===== src/rtl/instr_encoder.sv =====
// instr_encoder: turns decoded RV32I micro-op fields back into 32-bit
// instruction words and queues them in a small FIFO. Each word carries its
// byte address: BASE_ADDR for the first word, then +4 for each following word.
// Illegal field combinations complete the handshake but are never queued.
// They set a sticky err flag and bump a saturating counter instead.
//
// Ports:
//   clk, rst                  clock, synchronous active-high reset
//   in_valid / in_ready       micro-op handshake
//   in_class                  0 R, 1 IMM, 2 LOAD, 3 STORE, 4 BRANCH, 5 LUI,
//                             6 AUIPC, 7 JAL, 8 JALR (9-15 illegal)
//   in_alu_op                 0 ADD, 1 SUB, 2 SLL, 3 SLT, 4 SLTU, 5 XOR,
//                             6 SRL, 7 SRA, 8 OR, 9 AND (10-15 illegal)
//   in_funct3                 width/condition for LOAD/STORE/BRANCH
//   in_rd, in_rs1, in_rs2     register indices
//   in_imm                    byte-offset immediate (shamt for shifts)
//   out_valid / out_ready     FIFO head handshake
//   out_instr, out_addr       encoded word at the head and its byte address
//   err, err_clr, err_cnt     sticky illegal flag, its clear, saturating count
module instr_encoder #(
    parameter int                DEPTH     = 4,
    parameter int                ADDR_W    = 32,
    parameter logic [ADDR_W-1:0] BASE_ADDR = '0
) (
    input  logic              clk,
    input  logic              rst,
    input  logic              in_valid,
    output logic              in_ready,
    input  logic [3:0]        in_class,
    input  logic [3:0]        in_alu_op,
    input  logic [2:0]        in_funct3,
    input  logic [4:0]        in_rd,
    input  logic [4:0]        in_rs1,
    input  logic [4:0]        in_rs2,
    input  logic [31:0]       in_imm,
    output logic              out_valid,
    input  logic              out_ready,
    output logic [31:0]       out_instr,
    output logic [ADDR_W-1:0] out_addr,
    output logic              err,
    input  logic              err_clr,
    output logic [7:0]        err_cnt
);

    localparam int PTR_W = $clog2(DEPTH);
    localparam int CNT_W = PTR_W + 1;
    localparam logic [CNT_W-1:0] DEPTH_C = CNT_W'(DEPTH);

    localparam logic [3:0] CLS_R = 4'd0, CLS_IMM = 4'd1, CLS_LOAD = 4'd2,
                           CLS_STORE = 4'd3, CLS_BRANCH = 4'd4, CLS_LUI = 4'd5,
                           CLS_AUIPC = 4'd6, CLS_JAL = 4'd7, CLS_JALR = 4'd8;

    localparam logic [3:0] ALU_ADD = 4'd0, ALU_SUB = 4'd1, ALU_SLL = 4'd2,
                           ALU_SLT = 4'd3, ALU_SLTU = 4'd4, ALU_XOR = 4'd5,
                           ALU_SRL = 4'd6, ALU_SRA = 4'd7, ALU_OR = 4'd8,
                           ALU_AND = 4'd9;

    localparam logic [6:0] OPC_R = 7'b0110011, OPC_IMM = 7'b0010011,
                           OPC_LOAD = 7'b0000011, OPC_STORE = 7'b0100011,
                           OPC_BRANCH = 7'b1100011, OPC_LUI = 7'b0110111,
                           OPC_AUIPC = 7'b0010111, OPC_JAL = 7'b1101111,
                           OPC_JALR = 7'b1100111;

    // Returns {legal, word}. The word is meaningless whenever legal is 0.
    function automatic logic [32:0] encode_f(
        input logic [3:0]  cls,
        input logic [3:0]  alu_op,
        input logic [2:0]  f3,
        input logic [4:0]  rd,
        input logic [4:0]  rs1,
        input logic [4:0]  rs2,
        input logic [31:0] imm
    );
        logic [2:0]  a_f3_s;
        logic [6:0]  a_f7_s;
        logic        a_ok_s;
        logic        a_shift_s;
        logic        ok_s;
        logic [31:0] w_s;
        logic        sx12_s;
        logic        sx13_s;
        logic        sx21_s;
        a_f3_s    = 3'b000;
        a_f7_s    = 7'b0000000;
        a_ok_s    = 1'b1;
        a_shift_s = 1'b0;
        sx12_s    = (imm[31:11] == {21{imm[11]}});
        sx13_s    = (imm[31:12] == {20{imm[12]}});
        sx21_s    = (imm[31:20] == {12{imm[20]}});
        case (alu_op)
            ALU_ADD:  a_f3_s = 3'b000;
            ALU_SUB:  begin a_f3_s = 3'b000; a_f7_s = 7'b0100000; end
            ALU_SLL:  begin a_f3_s = 3'b001; a_shift_s = 1'b1; end
            ALU_SLT:  a_f3_s = 3'b010;
            ALU_SLTU: a_f3_s = 3'b011;
            ALU_XOR:  a_f3_s = 3'b100;
            ALU_SRL:  begin a_f3_s = 3'b101; a_shift_s = 1'b1; end
            ALU_SRA:  begin a_f3_s = 3'b101; a_f7_s = 7'b0100000; a_shift_s = 1'b1; end
            ALU_OR:   a_f3_s = 3'b110;
            ALU_AND:  a_f3_s = 3'b111;
            default:  a_ok_s = 1'b0;
        endcase
        w_s  = 32'd0;
        ok_s = 1'b1;
        case (cls)
            CLS_R: begin
                w_s  = {a_f7_s, rs2, rs1, a_f3_s, rd, OPC_R};
                ok_s = a_ok_s;
            end
            CLS_IMM: begin
                // Shift immediates carry funct7 above a 5-bit shamt.
                if (a_shift_s) begin
                    w_s  = {a_f7_s, imm[4:0], rs1, a_f3_s, rd, OPC_IMM};
                    ok_s = a_ok_s && (imm[31:5] == 27'd0);
                end else begin
                    w_s  = {imm[11:0], rs1, a_f3_s, rd, OPC_IMM};
                    ok_s = a_ok_s && (alu_op != ALU_SUB) && sx12_s;
                end
            end
            CLS_LOAD: begin
                w_s  = {imm[11:0], rs1, f3, rd, OPC_LOAD};
                ok_s = sx12_s && (f3 != 3'd3) && (f3 != 3'd6) && (f3 != 3'd7);
            end
            CLS_STORE: begin
                w_s  = {imm[11:5], rs2, rs1, f3, imm[4:0], OPC_STORE};
                ok_s = sx12_s && (f3 <= 3'd2);
            end
            CLS_BRANCH: begin
                w_s  = {imm[12], imm[10:5], rs2, rs1, f3, imm[4:1], imm[11], OPC_BRANCH};
                ok_s = sx13_s && !imm[0] && (f3 != 3'd2) && (f3 != 3'd3);
            end
            CLS_LUI: begin
                w_s  = {imm[31:12], rd, OPC_LUI};
                ok_s = (imm[11:0] == 12'd0);
            end
            CLS_AUIPC: begin
                w_s  = {imm[31:12], rd, OPC_AUIPC};
                ok_s = (imm[11:0] == 12'd0);
            end
            CLS_JAL: begin
                w_s  = {imm[20], imm[10:1], imm[11], imm[19:12], rd, OPC_JAL};
                ok_s = sx21_s && !imm[0];
            end
            CLS_JALR: begin
                w_s  = {imm[11:0], rs1, 3'b000, rd, OPC_JALR};
                ok_s = sx12_s;
            end
            default: ok_s = 1'b0;
        endcase
        return {ok_s, w_s};
    endfunction

    logic [31:0]       mem_r [DEPTH];
    logic [PTR_W-1:0]  wr_ptr_r;
    logic [PTR_W-1:0]  rd_ptr_r;
    logic [CNT_W-1:0]  count_r;
    logic [CNT_W-1:0]  count_nxt_s;
    logic              out_valid_r;
    logic [ADDR_W-1:0] out_addr_r;
    logic              err_r;
    logic [7:0]        err_cnt_r;
    logic [32:0]       enc_s;
    logic              accept_s;
    logic              push_s;
    logic              pop_s;
    logic              bad_s;

    // Encode the presented micro-op and classify the handshake.
    always_comb begin
        enc_s    = encode_f(in_class, in_alu_op, in_funct3, in_rd, in_rs1, in_rs2, in_imm);
        accept_s = in_valid && in_ready;
        push_s   = accept_s && enc_s[32];
        bad_s    = accept_s && !enc_s[32];
        pop_s    = out_valid_r && out_ready;
    end

    // Next occupancy: a simultaneous push and pop leaves the count unchanged.
    always_comb begin
        count_nxt_s = count_r;
        case ({push_s, pop_s})
            2'b10:   count_nxt_s = count_r + CNT_W'(1'b1);
            2'b01:   count_nxt_s = count_r - CNT_W'(1'b1);
            default: count_nxt_s = count_r;
        endcase
    end

    // FIFO storage, pointers, occupancy and head-valid flag.
    always_ff @(posedge clk) begin
        if (rst) begin
            for (int i = 0; i < DEPTH; i++) begin
                mem_r[i] <= 32'd0;
            end
            wr_ptr_r    <= '0;
            rd_ptr_r    <= '0;
            count_r     <= '0;
            out_valid_r <= 1'b0;
        end else begin
            if (push_s) begin
                mem_r[wr_ptr_r] <= enc_s[31:0];
                wr_ptr_r        <= wr_ptr_r + PTR_W'(1'b1);
            end
            if (pop_s) begin
                rd_ptr_r <= rd_ptr_r + PTR_W'(1'b1);
            end
            count_r     <= count_nxt_s;
            out_valid_r <= (count_nxt_s != '0);
        end
    end

    // Head byte address advances by one word per pop and wraps naturally.
    always_ff @(posedge clk) begin
        if (rst) begin
            out_addr_r <= BASE_ADDR;
        end else if (pop_s) begin
            out_addr_r <= out_addr_r + ADDR_W'(32'd4);
        end
    end

    // Sticky error flag (clear wins over set) and saturating illegal count.
    always_ff @(posedge clk) begin
        if (rst) begin
            err_r     <= 1'b0;
            err_cnt_r <= 8'd0;
        end else begin
            if (err_clr) begin
                err_r <= 1'b0;
            end else if (bad_s) begin
                err_r <= 1'b1;
            end
            if (bad_s && (err_cnt_r != 8'd255)) begin
                err_cnt_r <= err_cnt_r + 8'd1;
            end
        end
    end

    // in_ready looks only at occupancy, never at a same-cycle pop.
    assign in_ready  = !rst && (count_r < DEPTH_C);
    assign out_valid = out_valid_r;
    assign out_instr = mem_r[rd_ptr_r];
    assign out_addr  = out_addr_r;
    assign err       = err_r;
    assign err_cnt   = err_cnt_r;

endmodule

===== config.mk =====
export PLATFORM = sky130hd
export DESIGN_NAME = instr_encoder
export DESIGN_NICKNAME = d
export VERILOG_FILES = /design/src/rtl/instr_encoder.sv
export SDC_FILE = /design/constraint.sdc
export NUM_CORES = 1
export LEC_CHECK = 0
export ABC_AREA = 1
export ABC_CLOCK_PERIOD_IN_PS = 5400
export CELL_PAD_IN_SITES_DETAIL_PLACEMENT = 0
export CELL_PAD_IN_SITES_GLOBAL_PLACEMENT = 1
export CORE_UTILIZATION = 41
export DETAILED_ROUTE_END_ITERATION = 8
export GPL_ROUTABILITY_DRIVEN = 0
export MAX_ROUTING_LAYER = met4
export PLACE_DENSITY = 0.8
export SYNTH_ARGS = -nofsm -noshare
export SYNTH_HDL_FRONTEND = slang
export SYNTH_SLANG_ARGS = --single-unit

===== constraint.sdc =====
create_clock -name clk -period 5.4 [get_ports clk]
set_clock_uncertainty 0.1 [all_clocks]
set_input_delay 1.08 -clock clk [delete_from_list [all_inputs] [get_ports clk]]
set_output_delay 1.08 -clock clk [all_outputs]
set_load 0.1 [all_outputs]

==> After elaboration in Yosys (flattened, before gate mapping) <==
Memory sizes are Yosys's and may differ from the RTL's. A register that Yosys moved wholly into a read port is not among the register bits.
Cells that the tools add are included.
W data, S select, Z words.
{ "word_totals": {"register_bits": 49, "ramBits": 128, "out_inout_bits": 75, "elab_cells": 95, "mem_count": 1} }
{ "memory_table": {"columns": ["name", "depth", "word_bits", "rd", "rd_ports_with_merged_regs", "wr", "line_no", "rtl"], "rows": [
  ["mem_r", 4, 32, 1, 1, 4, "153", "logic [31:0] mem_r [DEPTH];"]
]} }
{ "classes": {"addsub": 6, "magnitude_cmp": 2, "eq_ne": 28, "mux": 19, "reduce_logical": 32} }
{ "op_table": {"columns": ["cell", "n"], "rows": [
  ["$pmux W32 S9", 1],
  ["$mux W32", 2],
  ["$add A32 B3 Y32 const B", 1],
  ["$eq A4 B3 Y1 const B", 8],
  ["$reduce_or A32 Y1", 1],
  ["$logic_not A27 Y1", 1],
  ["$pmux W3 S7", 1],
  ["$eq A20 B20 Y1", 1],
  ["$eq A19 B19 Y1", 1],
  ["$logic_and A1 B1 Y1", 17],
  ["$eq A4 B2 Y1 const B", 4],
  ["$eq A4 B4 Y1 const B", 3],
  ["$logic_not A12 Y1", 1],
  ["$eq A11 B11 Y1", 1],
  ["$reduce_or A10 Y1", 1],
  ["$mux W1", 9],
  ["$add A8 B1 Y8 const B", 1],
  ["$eq A4 B1 Y1 const B", 2],
  ["$logic_not A4 Y1", 2],
  ["$ne A8 B8 Y1 const B", 1],
  ["$pmux W1 S8", 1],
  ["$reduce_or A2 Y1", 4],
  ["$mux W2", 3],
  ["$mux W6", 1],
  ["other kinds (14)", 19]
]} }

==> Logic depth before layout (Yosys ltp) <==
Gate-level depths: netlist of the first run.
{ "logic_depth": {"depth_word": 13, "depth_mapped": 21} }

==> Worst setup path before layout of the first run <==
Ideal clock, no wire load.
{ "synth_path": {"path_type": "input port to flip-flop", "startpoint": "in rst", "endpoint": "mem mem_r[3][10], enable pin", "setup_ps": 430, "arrival_time_ps": 4671, "path_slack_ps": 199, "path_stages": 6, "path_buffers": 1, "path_cell_list": "clkbuf_1 > nor2_1 > nand2_1 > clkinv_1 > nand3_1 > a21oi_1"} }
{ "synth_lines": {"columns": ["element", "line_no", "rtl"], "rows": [
  ["from (decl)", "26", "input logic rst,"],
  ["to (decl)", "153", null]
]} }

==> flow_summary.toml, run 1 <==
[run_status]
outcome = "complete, no violations"

[worst_setup_path]
worstSetupStartpointType = "input pin"
cp_slowest_stage_delay_ns = 0.44
r2r_start = "count_r[2]"
critPathLaunch = "in_class[3]"
crit_path_top_delay_cell = "clkdlybuf4s50_1"
worstPathMaxFanout = 34
worst_ep_arrival_time_ns = 4.14
crit_family = "buffers and inverters"
end_kind = "flip-flop"
worstPathCellList = "clkdlybuf4s50_1, inv_2, nand2_1, inv_1, nand3_2, inv_1, nand2_1, nand2_1, a21oi_2, nand2_4, nand2_4, nor2_8, nand2_4, nand2_1, buf_4"
crit_top_cell = "nand2_1"
crit_buf_inv = 5
required_ns = 5.37
crit_type = "in -> reg"

[die]
dieArea_um2 = 21900
ioPinCount = 138
initial_core_util_pct = 41.7
core_area_um2 = 21000
die_w_um = 148
core.rowCount = 53
die_h_um = 148

[power_and_ir_drop]
power_uw = 3070
power_density_nw_per_um2 = 285
power_leakage_uw = 0.00408
ir_drop_mv = 0.229

[timing]
worstMarginPinSlew_ns = 1.02
fin_crit_ns = 4.17
rsz0062_at_grt = "false"
hold_viol = 0
fin_setup_tns_ns = 0
max_clock_freq_mhz = 240
slew_violations = 0
timing.slew.headroom_pct = 31.9
min_period_over_period_pct = 77.2
setup_viol = 0

[min_path]
hp-start = "rd_ptr_r[0]"
hold_path.class = "reg -> reg"

[global_routing]
gr-usage-all-layers_pct = 23.0
grt_pass1_vias = 6963
antenna_found_initial = 0
gr-total-overflow = 0
grt_pass1_wl_um = 37400
grt_max_degree = 63

[job]
cap_violations = 0

[clock_tree]
cts_hold_buf = 0
cts_resized = 0
clk_latency_ns = 0.43
cts_buffers = 17
tritoncts = "done"
cts_buffer_depth = 2
cts_setup_buffers = 0
h-tree-depth = 4
clock-sinks = 173
clockRootBuffer = "clkbuf_16"
clkTransAtPathRegs_ns = 0.07

[route]
drt-total-wl_um = 23700
firstDrtPassIters = 5
drt_iter0_drc = 528
vias_per_cell = 5.18
wl_per_cell_um = 16.6
drc = 0
ant_nets = 0
vias = 7365

[yosys]
ys_seq_area_share_pct = 53.8
synthFlopType = "edfxtp_1"
synth_seq_cells = 173
yosys.cell_types.count = 44
yosysWarnings = 0
syn_inst = 1011
async_reset_ff_share_pct = 0
syn_area_um2 = 8750
syn_area_per_cell_um2 = 8.65
synth_edf_count = 124

[place]
io_buffers = 135
placed_area_um2 = 10200
dp_hpwl_um = 16300

[cells_and_area]
fin_nets = 1201
fin_util_pct = 51.4
fin_area_um2 = 10800
diodes = 0
mostFrequentLayoutCell = "nor2_1"
drive_above_1_share_pct = 10.4
final_cell_mix = "272 x nor2_1, 124 x edfxtp_1, 105 x nand2_1, 102 x clkdlybuf4s50_1, 91 x inv_1"
area_delta_synth_final_pct = 23.2
==> worst register-to-register path: cells and delay by family, from the launching register on <==
| kind | cells | cell delay (ns) |
|---|---|---|
| AO/OA/AOI/OAI | 3 | 0.38 |
| XOR/XNOR | 1 | 0.14 |
| adder cells (fa/ha/maj) | 2 | 0.60 |
| buffers and inverters | 3 | 0.41 |
| flip-flops | 1 | 0.35 |
| AND/OR/NAND/NOR | 3 | 0.67 |
==> report_power, final <==
group	total, uW	switching [uW]	internal (uW)
logic	378	278	101
registers	1470	13.4	1450
clock network	1230	532	695
==> stage by stage <==
stage	setup slack, ns	hold slack, ns	std cells
5_1_grt	1.01	0.411	1421
4_1_cts	1.23	0.380	1421
6_report	1.23	0.381	1421
3_5_place_dp	0.779	0.367	1389
3_3_place_gp	0.856	0.358	1389
2_1_floorplan	0.199	0.344	1012
==> routing by layer <==
metal,vias up,track usage (%),share of wire [%]
met5,-,-,0
li1,3659,-,-
met1,3433,32.3,47
met3,20,4.17,7.0
met4,0,5.77,0.98
met2,253,34.4,45
==> cells by family (layout without fill, tap and decap cells) <==
group                    count (synthesis)  count (layout)  share of synthesized area (%)
AO/OA/AOI/OAI                          187             187                           12.5
XOR/XNOR                                18              18                           1.80
adder cells (fa/ha/maj)                  5               5                          0.801
buffers and inverters                  143             277                           7.09
flip-flops                             173             173                           53.8
other                                    1               2                         0.0429
AND/OR/NAND/NOR                        484             484                           24.0
==> final cells by class <==
class                           instances  area [um^2]
Tap cell                              275          344
Inverter                              102          383
Clock inverter                         13          154
Sequential cell                       173         4710
Clock buffer                           19          433
Fill cell                            1967        10200
Multi-Input combinational cell        696         3430
Timing Repair Buffer                  143         1330
==> synth_stat cells (7+ instances only) <==
| master | number | area [um^2] |
|---|---|---|
| nand2_1 | 105 | 394 |
| o21ai_0 | 82 | 410 |
| o22ai_1 | 38 | 238 |
| xnor2_1 | 7 | 61.3 |
| nor3_1 | 15 | 75.1 |
| edfxtp_1 | 124 | 3720 |
| a21oi_1 | 40 | 200 |
| dfxtp_1 | 49 | 981 |
| nand3_1 | 36 | 180 |
| buf_6 | 9 | 101 |
| inv_2 | 9 | 33.8 |
| nor2_1 | 272 | 1020 |
| nor2_2 | 11 | 68.8 |
| clkbuf_1 | 23 | 86.3 |
| xor2_1 | 11 | 96.3 |
| nand4_1 | 22 | 138 |
| inv_1 | 91 | 342 |
==> flip-flops by register name (all words and copies together) (netlist names), named ones only <==
signal	count
rd_ptr_r	2
mem_r	124
out_addr	30
count_r	3
err	1
wr_ptr_r	2
out_valid	1
err_cnt	8
==> final timing paths <==
path                  endpoint  slack [ns]  cells after the start
setup / recovery  mem_r[2][13]        1.23                     15
hold / removal     rd_ptr_r[0]        0.38                      1
setup reg to reg     out_valid        2.68                     12
hold reg to reg    rd_ptr_r[0]        0.38                      1
(Power assumes the default switching activity.)
==> run 2, diff against run 1 <==
--- a/config.mk
+++ b/config.mk
@@ -6,7 +6,7 @@
 export NUM_CORES = 1
 export LEC_CHECK = 0
 export ABC_AREA = 1
-export ABC_CLOCK_PERIOD_IN_PS = 5400
+export ABC_CLOCK_PERIOD_IN_PS = 4000
 export CELL_PAD_IN_SITES_DETAIL_PLACEMENT = 0
 export CELL_PAD_IN_SITES_GLOBAL_PLACEMENT = 1
 export CORE_UTILIZATION = 41
==> constraint.sdc (replaced) <==
create_clock -name clk -period 4 [get_ports clk]
set_clock_uncertainty 0.1 [all_clocks]
set_input_delay 0.8 -clock clk [delete_from_list [all_inputs] [get_ports clk]]
set_output_delay 0.8 -clock clk [all_outputs]
set_load 0.1 [all_outputs]
==> run 2 against run 1 <==
Global-route usage rose by 0.30 points. Clock-buffer cell count fell by 2. Flip-flop and latch count did not move. Sequential share of layout area fell by 2.3 points. Clock power rose by 31%. Via count rose by 0.80%. Critical path depth rose by 4. Largest power group unchanged. Combinational power rose by 53%. Setup slack got worse by 0.68 ns. First-iteration DRC count rose by 4.2%. Sequential power rose by 35%. Register-to-register slack got worse by 1.1 ns.
==> flow_summary.toml, run 2 (synthesized netlist as in run 1, its figures left out) <==
[run_status]
outcome = "complete, no violations"

[route]
firstDrtPassIters = 5
drt_iter0_drc = 550
ant_nets = 0
vias_per_cell = 5.16
wl_per_cell_um = 16.6
drc = 0
vias = 7424
drt-total-wl_um = 23900

[timing]
fin_crit_ns = 3.45
layout_setup_ws_ns = 0.549
hold_viol = 0
hold_slack_ns = 0.387
fin_setup_tns_ns = 0
slew_violations = 0
min_period_over_period_pct = 86.3
max_clock_freq_mhz = 290
rsz0062_at_grt = "false"
setup_viol = 0
worstMarginPinSlew_ns = 1.00
timing.slew.headroom_pct = 33.0

[worst_setup_path]
worstPathCellList = "clkdlybuf4s50_1, inv_1, nor3_1, nor2_1, nand2_1, o21ai_1, nand2_1, nand2_1, nand2_2, nand2_4, nand2_4, ha_1, inv_1, fa_1, a21oi_1, o21ai_0, xnor2_1, inv_1, a31oi_1"
worstPathMaxFanout = 6
required_ns = 4.20
worst_ep_arrival_time_ns = 3.66
crit_type = "in -> reg"
end_kind = "flip-flop"
worstSetupStartpointType = "input pin"
crit_path_top_delay_cell = "clkdlybuf4s50_1"
reg2regPathDepth = 12
cp_slowest_stage_delay_ns = 0.57

[die]
ioPinCount = 138
core_area_um2 = 21000
core.rowCount = 53
die_h_um = 148
initial_core_util_pct = 41.7
die_w_um = 148
dieArea_um2 = 21900

[cells_and_area]
area_delta_synth_final_pct = 30.0
fin_util_pct = 54.3
regMostFlops = "mem_r"
final_cell_mix = "271 x nor2_1, 124 x edfxtp_1, 105 x nand2_1, 102 x clkdlybuf4s50_1, 91 x inv_1"
largest_register_ffs = 124
diodes = 0
drive_above_1_share_pct = 11.9
fin_nets = 1219
mostFrequentLayoutCell = "nor2_1"

[global_routing]
gr-total-overflow = 0
met2_usage_pct = 36.6
grt_pass1_wl_um = 37800
grt_pass1_vias = 7109
grtUsageMet3_pct = 4.72
grt_max_degree = 63
antenna_found_initial = 0
busiest_layer = "met2"
use_met1_pct = 30.8
gr-usage-all-layers_pct = 23.3

[power_and_ir_drop]
ir_drop_mv = 0.309
power_density_nw_per_um2 = 367
power_leakage_uw = 0.00430

[clock_tree]
h-tree-depth = 4
cts_resized = 0
clockRootBuffer = "clkbuf_16"
tritoncts = "done"
clk_latency_ns = 0.43
clock-sinks = 173
cts_buffer_depth = 2
cts_setup_buffers = 0
cts_hold_buf = 0
cts_buffers = 17
clkTransAtPathRegs_ns = 0.07

[min_path]
holdPathStages = 2
hold_path.class = "reg -> reg"

[place]
dpl_worst_slack_ns = 0.164
io_buffers = 135
dp_hpwl_um = 17100

[job]
cap_violations = 0
## run 2: cell types whose count changed in the layout (fill, tap and decap cells not counted), sizes merged
cell and change:
buf +18, bufinv -1, clkinv +2, clkbuf -2
clkinvlp +1
## run 2: cell type report
cell class | count | area [um^2]
Clock inverter | 15 | 151
Multi-Input combinational cell | 696 | 3430
Clock buffer | 17 | 425
Inverter | 102 | 383
Timing Repair Buffer | 161 | 1930
Fill cell | 1939 | 9590
Tap cell | 275 | 344
Sequential cell | 173 | 4710
## run 2: where the power goes
part,internal [uW],leakage [uW],switching [uW],total [uW]
Clock,879,0.000280,733,1610
Sequential,1960,0.00167,14.8,1980
Combinational,190,0.00235,390,580
Total,3030,0.00430,1140,4170
## run 2: metal layers
metal  share of wire (%)  up-vias
met3                 6.5       24
li1                    -     3693
met4                 1.2        0
met5                   0        -
met2                  47      242
met1                  45     3465
## run 2: worst max-delay path: cells and delay by family
family,cells,cell delay (ns)
AOI/OAI and AO/OA,4,0.40
xor gates and xnor gates,1,0.14
buffers and inverters,4,0.82
adders and majority gates,2,0.56
and+or+nand+nor,8,0.93
## run 2: worst paths after layout
check | start | endpoint | slack, ns
setup reg to reg | count_r[2] | out_valid | 1.57
setup / recovery | in_alu_op[1] | out_valid | 0.55
hold / removal | out_addr[28] | out_addr[28] | 0.39
hold reg to reg | out_addr[28] | out_addr[28] | 0.39
## run 2: through the flow
stage          cell area (um^2)  instances  power (uW)
3_3_place_gp              10800       1407        2590
5_1_grt                   11400       1439        4290
3_5_place_dp              10800       1407        2600
6_report                  11400       1439        4170
2_1_floorplan              8760       1012        2340
4_1_cts                   11400       1439        4190
==> run 3, diff against run 2 <==
--- a/config.mk
+++ b/config.mk
@@ -9,11 +9,12 @@
 export ABC_CLOCK_PERIOD_IN_PS = 4000
 export CELL_PAD_IN_SITES_DETAIL_PLACEMENT = 0
 export CELL_PAD_IN_SITES_GLOBAL_PLACEMENT = 1
-export CORE_UTILIZATION = 41
+export CORE_UTILIZATION = 44
 export DETAILED_ROUTE_END_ITERATION = 8
+export DONT_BUFFER_PORTS = 1
 export GPL_ROUTABILITY_DRIVEN = 0
 export MAX_ROUTING_LAYER = met4
-export PLACE_DENSITY = 0.8
+export PLACE_DENSITY = 0.73
 export SYNTH_ARGS = -nofsm -noshare
 export SYNTH_HDL_FRONTEND = slang
 export SYNTH_SLANG_ARGS = --single-unit
==> run 3 against run 2 <==
Setup slack better by 0.26 ns. Core utilization is 0.19 points higher. Highest routed layer unchanged. Non-clock buffer count shrank 87. Critical endpoint is now out_instr[0]. Worst hold slack lost 0.049 ns. Routed wire length decreased by 0.49%. Clock power about the same. Final area is 6.8% lower. Power fell by 2.7%. Global-route usage is 2.0 points higher. First-iteration DRC count grew 12%. Register-to-register slack got worse by 0.32 ns. Critical path depth shrank 14.
==> flow_summary.toml, run 3 (synthesized netlist as in run 1, its figures left out) <==
[die]
dieArea_um2 = 20500
ioPinCount = 138
initial_core_util_pct = 45.0
die_h_um = 143
core.rowCount = 51
core_area_um2 = 19500
die_w_um = 143

[place]
dp_hpwl_um = 16600
io_buffers = 0

[clock_tree]
h-tree-depth = 4
clk_latency_ns = 0.43
clock-sinks = 173
clockRootBuffer = "clkbuf_16"
cts_hold_buf = 0
tritoncts = "done"
cts_setup_buffers = 0
cts_resized = 0
cts_buffers = 17
cts_buffer_depth = 2
clkTransAtPathRegs_ns = 0.07

[cells_and_area]
fin_util_pct = 54.5
area_delta_synth_final_pct = 21.1
fin_nets = 1132
regMostFlops = "mem_r"
mostFrequentLayoutCell = "nor2_1"
final_cell_mix = "271 x nor2_1, 124 x edfxtp_1, 105 x nand2_1, 93 x inv_1, 82 x o21ai_0"
largest_register_ffs = 124
diodes = 0
drive_above_1_share_pct = 17.1

[global_routing]
antenna_found_initial = 0
met2_usage_pct = 38.9
use_met1_pct = 33.4
grtUsageMet3_pct = 6.27
grt_pass1_wl_um = 37700
grt_pass1_vias = 6988
gr-usage-all-layers_pct = 25.4
grt_max_degree = 63
gr-total-overflow = 0
busiest_layer = "met2"

[timing]
slew_violations = 0
fin_crit_ns = 3.19
min_period_over_period_pct = 79.9
rsz0062_at_grt = "false"
setup_viol = 0
hold_viol = 0
max_clock_freq_mhz = 313
worstMarginPinSlew_ns = 1.10
fin_setup_tns_ns = 0
timing.slew.headroom_pct = 26.9

[route]
drt-total-wl_um = 23800
firstDrtPassIters = 5
drc = 0
wl_per_cell_um = 17.7
ant_nets = 0
vias_per_cell = 5.33
vias = 7157
drt_iter0_drc = 616

[worst_setup_path]
required_ns = 3.10
worstSetupStartpointType = "flip-flop"
worstPathMaxFanout = 23
worst_ep_arrival_time_ns = 2.29
end_kind = "output port"
crit_type = "reg -> out"
reg2regPathDepth = 15

[min_path]
hold_path.class = "in -> reg"
holdPathStages = 1

[run_status]
outcome = "complete, no violations"

[power_and_ir_drop]
power_density_nw_per_um2 = 383
ir_drop_mv = 0.301
power_leakage_uw = 0.00408

[job]
cap_violations = 0
-- run 3: layout make-up --
type	instances	area [um^2]
clock inverters	12	85.1
inverters	102	383
multi-input cells	696	3630
well taps	265	332
flip-flops and latches	173	4710
clock buffers	20	489
fillers	1800	8860
repair buffers	74	968
-- run 3: worst paths after layout --
path	from	endpoint	slack (ns)
worst max-delay path	flip-flop	out_instr[0]	0.81
worst min-delay path	err_clr	err	0.34
worst max register to register	out_valid	out_addr[29]	1.25
worst min register to register	rd_ptr_r[0]	rd_ptr_r[0]	0.39
-- run 3: routing by layer --
metal  vias to the layer above  wire, um
li1                       3511         -
met1                      3365     10500
met5                         -         0
met2                       257     11200
met4                         0       276
met3                        24      1820
-- run 3: worst max-delay path: stages (launching register included) --
cell,delay [ns]
dfxtp_2,0.33
clkinv_1,0.47
buf_4,0.43
o21ai_0,0.30
o22ai_4,0.12
buf_12,0.21
-- run 3: power by group --
group	switching (uW)	leakage, uW	total (uW)	internal [uW]
clock network	699	0.000290	1590	887
registers	16.1	0.00167	1980	1960
logic	358	0.00212	490	133
-- run 3: metrics by stage --
step                      total power, uW  hold slack (ns)  cells  setup WS [ns]  area (um^2)
final                                4060            0.338   1342          0.806        10600
after global routing                 4180            0.320   1342          0.527        10600
after CTS                            4090            0.318   1342          0.733        10600
after detailed placement             2510            0.368   1310          0.431        10000
after global placement               2510            0.360   1310          0.540        10000
after floorplan                      2340            0.344   1012          0.159         8760
